--- src/rtl/average_store_reader.sv ---
// Running-average table: raw FP16 write port, combinational write-first lookup, and burst read-out stream.
// Latency: lookup 0 cycles; first read beat 1 edge after request accept, then 1 beat/cycle.
// Backpressure: rd_ready low freezes the held beat snapshot; request accepted only when idle. Optional clear: AVG_STORE_CLEAR_EN.
module average_store_reader #(
    parameter int DEPTH = 64,
    parameter int IDX_W = $clog2(DEPTH)
) (
    input  logic             clk,
    input  logic             rst_n,
`ifdef AVG_STORE_CLEAR_EN
    input  logic             clr,
`endif
    input  logic             wr_en,
    input  logic [IDX_W-1:0] wr_idx,
    input  logic [15:0]      wr_data,
    input  logic [IDX_W-1:0] lk_idx,
    output logic [15:0]      lk_data,
    input  logic             rd_req_valid,
    output logic             rd_req_ready,
    input  logic [IDX_W-1:0] rd_req_start,
    input  logic [IDX_W:0]   rd_req_len,
    output logic             rd_valid,
    input  logic             rd_ready,
    output logic [15:0]      rd_data,
    output logic [IDX_W-1:0] rd_idx,
    output logic             rd_last,
    output logic             busy
);

    typedef enum logic {ST_IDLE, ST_STREAM} state_t;

    localparam logic [IDX_W:0]   DEPTH_L = (IDX_W+1)'(DEPTH);
    localparam logic [IDX_W:0]   ONE_L   = (IDX_W+1)'(1);
    localparam logic [IDX_W-1:0] PTR_INC = IDX_W'(1);

    logic clr_i;
`ifdef AVG_STORE_CLEAR_EN
    assign clr_i = clr;
`else
    assign clr_i = 1'b0;
`endif

    logic [15:0]      mem_q [DEPTH];
    logic [15:0]      mem_d [DEPTH];
    state_t           state_q, state_d;
    logic [IDX_W-1:0] ptr_q, ptr_d;
    logic [IDX_W:0]   rem_q, rem_d;
    logic             rd_valid_q, rd_valid_d;
    logic [15:0]      rd_data_q, rd_data_d;
    logic [IDX_W-1:0] rd_idx_q, rd_idx_d;
    logic             rd_last_q, rd_last_d;

    logic             load_en;
    logic [IDX_W-1:0] load_ptr;
    logic [IDX_W:0]   load_rem;
    logic [IDX_W:0]   len_eff;
    logic [15:0]      load_src;

    // Clear beats any same-edge write and suppresses the bypass path.
    always_comb begin
        for (int i = 0; i < DEPTH; i++) begin
            mem_d[i] = mem_q[i];
        end
        if (clr_i) begin
            for (int i = 0; i < DEPTH; i++) begin
                mem_d[i] = '0;
            end
        end else if (wr_en) begin
            mem_d[wr_idx] = wr_data;
        end
    end

    assign lk_data = clr_i ? 16'h0000 :
                     (wr_en && (wr_idx == lk_idx)) ? wr_data : mem_q[lk_idx];

    assign len_eff = (rd_req_len > DEPTH_L) ? DEPTH_L : rd_req_len;

    always_comb begin
        state_d    = state_q;
        ptr_d      = ptr_q;
        rem_d      = rem_q;
        rd_valid_d = rd_valid_q;
        rd_data_d  = rd_data_q;
        rd_idx_d   = rd_idx_q;
        rd_last_d  = rd_last_q;
        load_en    = 1'b0;
        load_ptr   = ptr_q;
        load_rem   = rem_q;
        load_src   = 16'h0000;

        case (state_q)
            ST_IDLE: begin
                if (rd_req_valid && (len_eff != '0)) begin
                    load_en  = 1'b1;
                    load_ptr = rd_req_start;
                    load_rem = len_eff - ONE_L;
                    state_d  = ST_STREAM;
                end
            end
            ST_STREAM: begin
                if (rd_valid_q && rd_ready) begin
                    if (rem_q != '0) begin
                        load_en  = 1'b1;
                        load_ptr = ptr_q;
                        load_rem = rem_q - ONE_L;
                    end else begin
                        rd_valid_d = 1'b0;
                        state_d    = ST_IDLE;
                    end
                end
            end
            default: begin
                state_d    = ST_IDLE;
                rd_valid_d = 1'b0;
            end
        endcase

        // Snapshot taken at the load edge; later writes to this index do not touch it.
        if (load_en) begin
            if (clr_i) begin
                load_src = 16'h0000;
            end else if (wr_en && (wr_idx == load_ptr)) begin
                load_src = wr_data;
            end else begin
                load_src = mem_q[load_ptr];
            end
            rd_data_d  = load_src;
            rd_idx_d   = load_ptr;
            rd_last_d  = (load_rem == '0);
            rd_valid_d = 1'b1;
            rem_d      = load_rem;
            ptr_d      = load_ptr + PTR_INC;
        end
    end

    always_ff @(posedge clk) begin
        if (!rst_n) begin
            for (int i = 0; i < DEPTH; i++) begin
                mem_q[i] <= '0;
            end
            state_q    <= ST_IDLE;
            ptr_q      <= '0;
            rem_q      <= '0;
            rd_valid_q <= 1'b0;
            rd_data_q  <= '0;
            rd_idx_q   <= '0;
            rd_last_q  <= 1'b0;
        end else begin
            for (int i = 0; i < DEPTH; i++) begin
                mem_q[i] <= mem_d[i];
            end
            state_q    <= state_d;
            ptr_q      <= ptr_d;
            rem_q      <= rem_d;
            rd_valid_q <= rd_valid_d;
            rd_data_q  <= rd_data_d;
            rd_idx_q   <= rd_idx_d;
            rd_last_q  <= rd_last_d;
        end
    end

    assign rd_req_ready = (state_q == ST_IDLE);
    assign busy         = (state_q == ST_STREAM);
    assign rd_valid     = rd_valid_q;
    assign rd_data      = rd_data_q;
    assign rd_idx       = rd_idx_q;
    assign rd_last      = rd_last_q;

endmodule

--- config.mk ---
export PLATFORM = sky130hd
export DESIGN_NAME = average_store_reader
export DESIGN_NICKNAME = d
export VERILOG_FILES = /design/src/rtl/average_store_reader.sv
export SDC_FILE = /design/constraint.sdc
export NUM_CORES = 2
export LEC_CHECK = 0
export ABC_AREA = 1
export CAP_MARGIN = 30
export CORE_MARGIN = 2
export CORE_UTILIZATION = 30
export DETAILED_ROUTE_END_ITERATION = 10
export PLACE_DENSITY = 0.56
export REMOVE_ABC_BUFFERS = 1
export SETUP_SLACK_MARGIN = 0.3
export SYNTH_ARGS = -nofsm -noshare
export SYNTH_HDL_FRONTEND = slang
export SYNTH_SLANG_ARGS = --single-unit
--- constraint.sdc ---
create_clock -name clk -period 6.72 [get_ports clk]
set_input_delay 1.344 -clock clk [delete_from_list [all_inputs] [get_ports clk]]
set_output_delay 1.344 -clock clk [all_outputs]
set_load 0.01 [all_outputs]
==> flow_summary.ini <==
[final_layout]
synthToLayoutAreaGrowth_pct = 12.8
instances_no_fill = 11332
utilization_pct = 34.0
drive_gt1_share_pct = 6.17
n_fill_cell = 20599
fin_nets = 8760

[sta]
maxSlewViolCount = 0
period_share_pct = 95.3
clock_skew_ps = 47.3
tightest_slew_ps = 1110
rsz0062_at_grt = no
tns_ps = 0
whs_ps = 469
setup_slack_ps = 314
finalHoldViolations = 0
setup_violations = 0
period_minus_slack_ps = 6410
fmax_mhz = 156
relSlewSlack_pct = 25.0

[synth]
synth-compound-area-share_pct = 30.6
synth_area_mm2 = 0.0580
synth_common_cells = o21ai_0, a21oi_1, nand2_1
synth.most_common_cell = o21ai_0
synth_cells = 9136
synthXorXnorAreaFrac_pct = 0.121
yosysWarnings = 0
async_reset_ff_share_pct = 0
synthSimpleGateAreaFrac_pct = 19.5
yosys-top-cells-area = dfxtp_1, o21ai_0, a21oi_1, nand2_1, nand3_1
avgSynthCellArea_um2 = 6.35
synthAdderAreaFrac_pct = 0.0647
synth_top_cell_by_area = dfxtp_1
synth_top_area_share_pct = 36.7
ys_ff_latch = 1062
synth_top_family_by_area = compound AO/OA/AOI/OAI gates
synthMuxAreaShare_pct = 0
synth_flop_cell = dfxtp_1
synth_edf_count = 0
yosysUniqueCellTypes = 46
synth.yosys.seq_area_share_pct = 36.7

[floorplanning]
dieHeight_um = 444
pin_count = 88
die_area_mm2 = 0.197
initial_core_util_pct = 30.2
coreArea_mm2 = 0.192
die_x_um = 444
num_rows = 161

[placed_design]
place.gp.congestion = 0.946
place.port_buffers = 87
dp_hpwl_um = 159000
pre_cts_ws_ps = 488
numPlacedInstances = 11110

[worst_setup_path]
critPathKind = primary input to output pin
path_delay_family = buffers and inverters
cp.required_ps = 5380
reg2reg_slack_ps = 3210
critPathMaxFanout = 75
endpoint_kind = output pin
path_buf_inv = 5
arrival_ps = 5060
critPathSlowestCell = o21ai_0
crit_path_cell_trace = buf_8, inv_8, buf_4, nor2_1, inv_1, nand4_1, nor4_1, nand3_1, o21ai_0, clkdlybuf4s50_1
start_kind = primary input
slowest_delay_ps = 910

[global_route]
antenna_found_initial = 11
grt_use_total_pct = 25.3
grt_pass1_wl_um = 381000
grt_pass1_vias = 57598
grt_max_degree = 202
gr-total-overflow = 0

[clocking]
numCtsBuffers = 119
clock-sinks = 1062
postCtsSetupRepairBufs = 0
cts_tree = built
clock_latency_ps = 810
ctsHoldBuffers = 0
clk_path_buf_depth = 3
clkTransAtPathRegs_ps = 60
cts_root_buf = clkbuf_16
htreeDepth = 3

[power_and_ir_drop]
combPwrFrac_pct = 20.4
internal-power_mw = 11.0
power_density_mw_per_mm2 = 252
p_leak_nw = 24.9
p_seq_share_pct = 39.1
power.switching_mw = 5.45
clockPowerShare_pct = 40.5
p_sw_share_pct = 33.1
ir_drop_mv = 0.210

[drt]
drt-pass1-iter-count = 9
routed_wl_um = 260000
avgRoutedWirePerCell_um = 22.9
ant_nets = 0
drt_first_iter_violations = 8393
drc = 0
vias = 63352
vias_per_cell = 5.59

[job]
maxCapViolCount = 0

[min_path]
min_path_type = flop to flop

[outcome]
status = complete, no violations
==> cell families (layout without fill, tap and decap cells) <==
group	Yosys count	after routing
compound gates	3445	3445
xor+xnor	8	8
fa+ha+maj	3	3
buf+inv	1948	1612
flops	1062	1062
other cells	0	6
simple gates	2670	2670
==> sequential cells by signal, summed over array words and instances (netlist names) <==
name	cells
rd_idx	6
rd_last	1
rem_q	7
rd_data	16
mem_q	1024
rd_valid	1
busy	1
ptr_q	6
==> what timing repair did <==
| action | 4_1_cts | 5_1_grt |
|---|---|---|
| hold endpoints to repair | 0 | 0 |
| gates resized for setup | 0 | 1 |
| setup endpoints to repair | 0 | 1 |
==> through the flow <==
stage                     cell area (µm²)  power [mW]
final                               65400        16.5
after global routing                65400        17.0
after CTS                           65300        16.4
after detailed placement            61400        9.82
after global placement              61300        9.81
after floorplan                     54400        8.66
==> power groups by stage <==
stage,Sequential [mW],Clock [mW],Combinational [mW]
6_report,6.44,6.68,3.37
5_1_grt,6.44,6.98,3.57
4_1_cts,6.44,6.72,3.25
3_5_place_dp,6.58,0,3.24
3_3_place_gp,6.58,0,3.23
2_1_floorplan,6.55,0,2.12
==> path summary, 6_finish.rpt <==
kind                                    start       endpoint  cells past startpoint
worst min-delay path            mem_q[24][14]  mem_q[24][14]                      2
worst min register to register  mem_q[24][14]  mem_q[24][14]                      2
worst max register to register           busy    rd_data[14]                     16
worst max-delay path                lk_idx[0]     lk_data[5]                     10
==> per-layer routing <==
metal / global-route usage (%) / wire length, µm
met5: 0 / 46
met3: 5.31 / 27400
met1: 34.1 / 108000
met2: 37.7 / 109000
met4: 13.5 / 15000
==> area by class of cell <==
| cell class | count | area [µm²] | area share [%] |
|---|---|---|---|
| flip-flops and latches | 1062 | 21300 | 32.5 |
| well taps | 2526 | 3160 | 4.83 |
| diodes | 6 | 15.0 | 0.0230 |
| repair buffers | 334 | 3590 | 5.49 |
| clock buffers | 178 | 3490 | 5.34 |
| clock inverters | 32 | 357 | 0.545 |
| inverters | 1068 | 4040 | 6.17 |
| multi-input cells | 6126 | 29500 | 45.1 |
==> cells in the final DEF (no fill, tap or decap), types with 43 or more instances in the layout <==
| master | count |
|---|---|
| buf_4 | 179 |
| inv_1 | 1040 |
| o21ai_0 | 1711 |
| buf_12 | 59 |
| clkdlybuf4s50_1 | 79 |
| nor2_2 | 43 |
| nor2_1 | 209 |
| clkbuf_16 | 119 |
| o211ai_1 | 58 |
| dfxtp_1 | 1062 |
| a21oi_1 | 1575 |
| nand3_1 | 891 |
| nand2_1 | 1438 |
==> worst reg2reg max path: cells and delay by family (launching register included) <==
kind	cells	cell delay [ps]
and+or+nand+nor	13	2090
AOI/OAI and AO/OA	1	70
DFF	1	590
buffers and inverters	2	670
(Power assumes the default switching activity.)
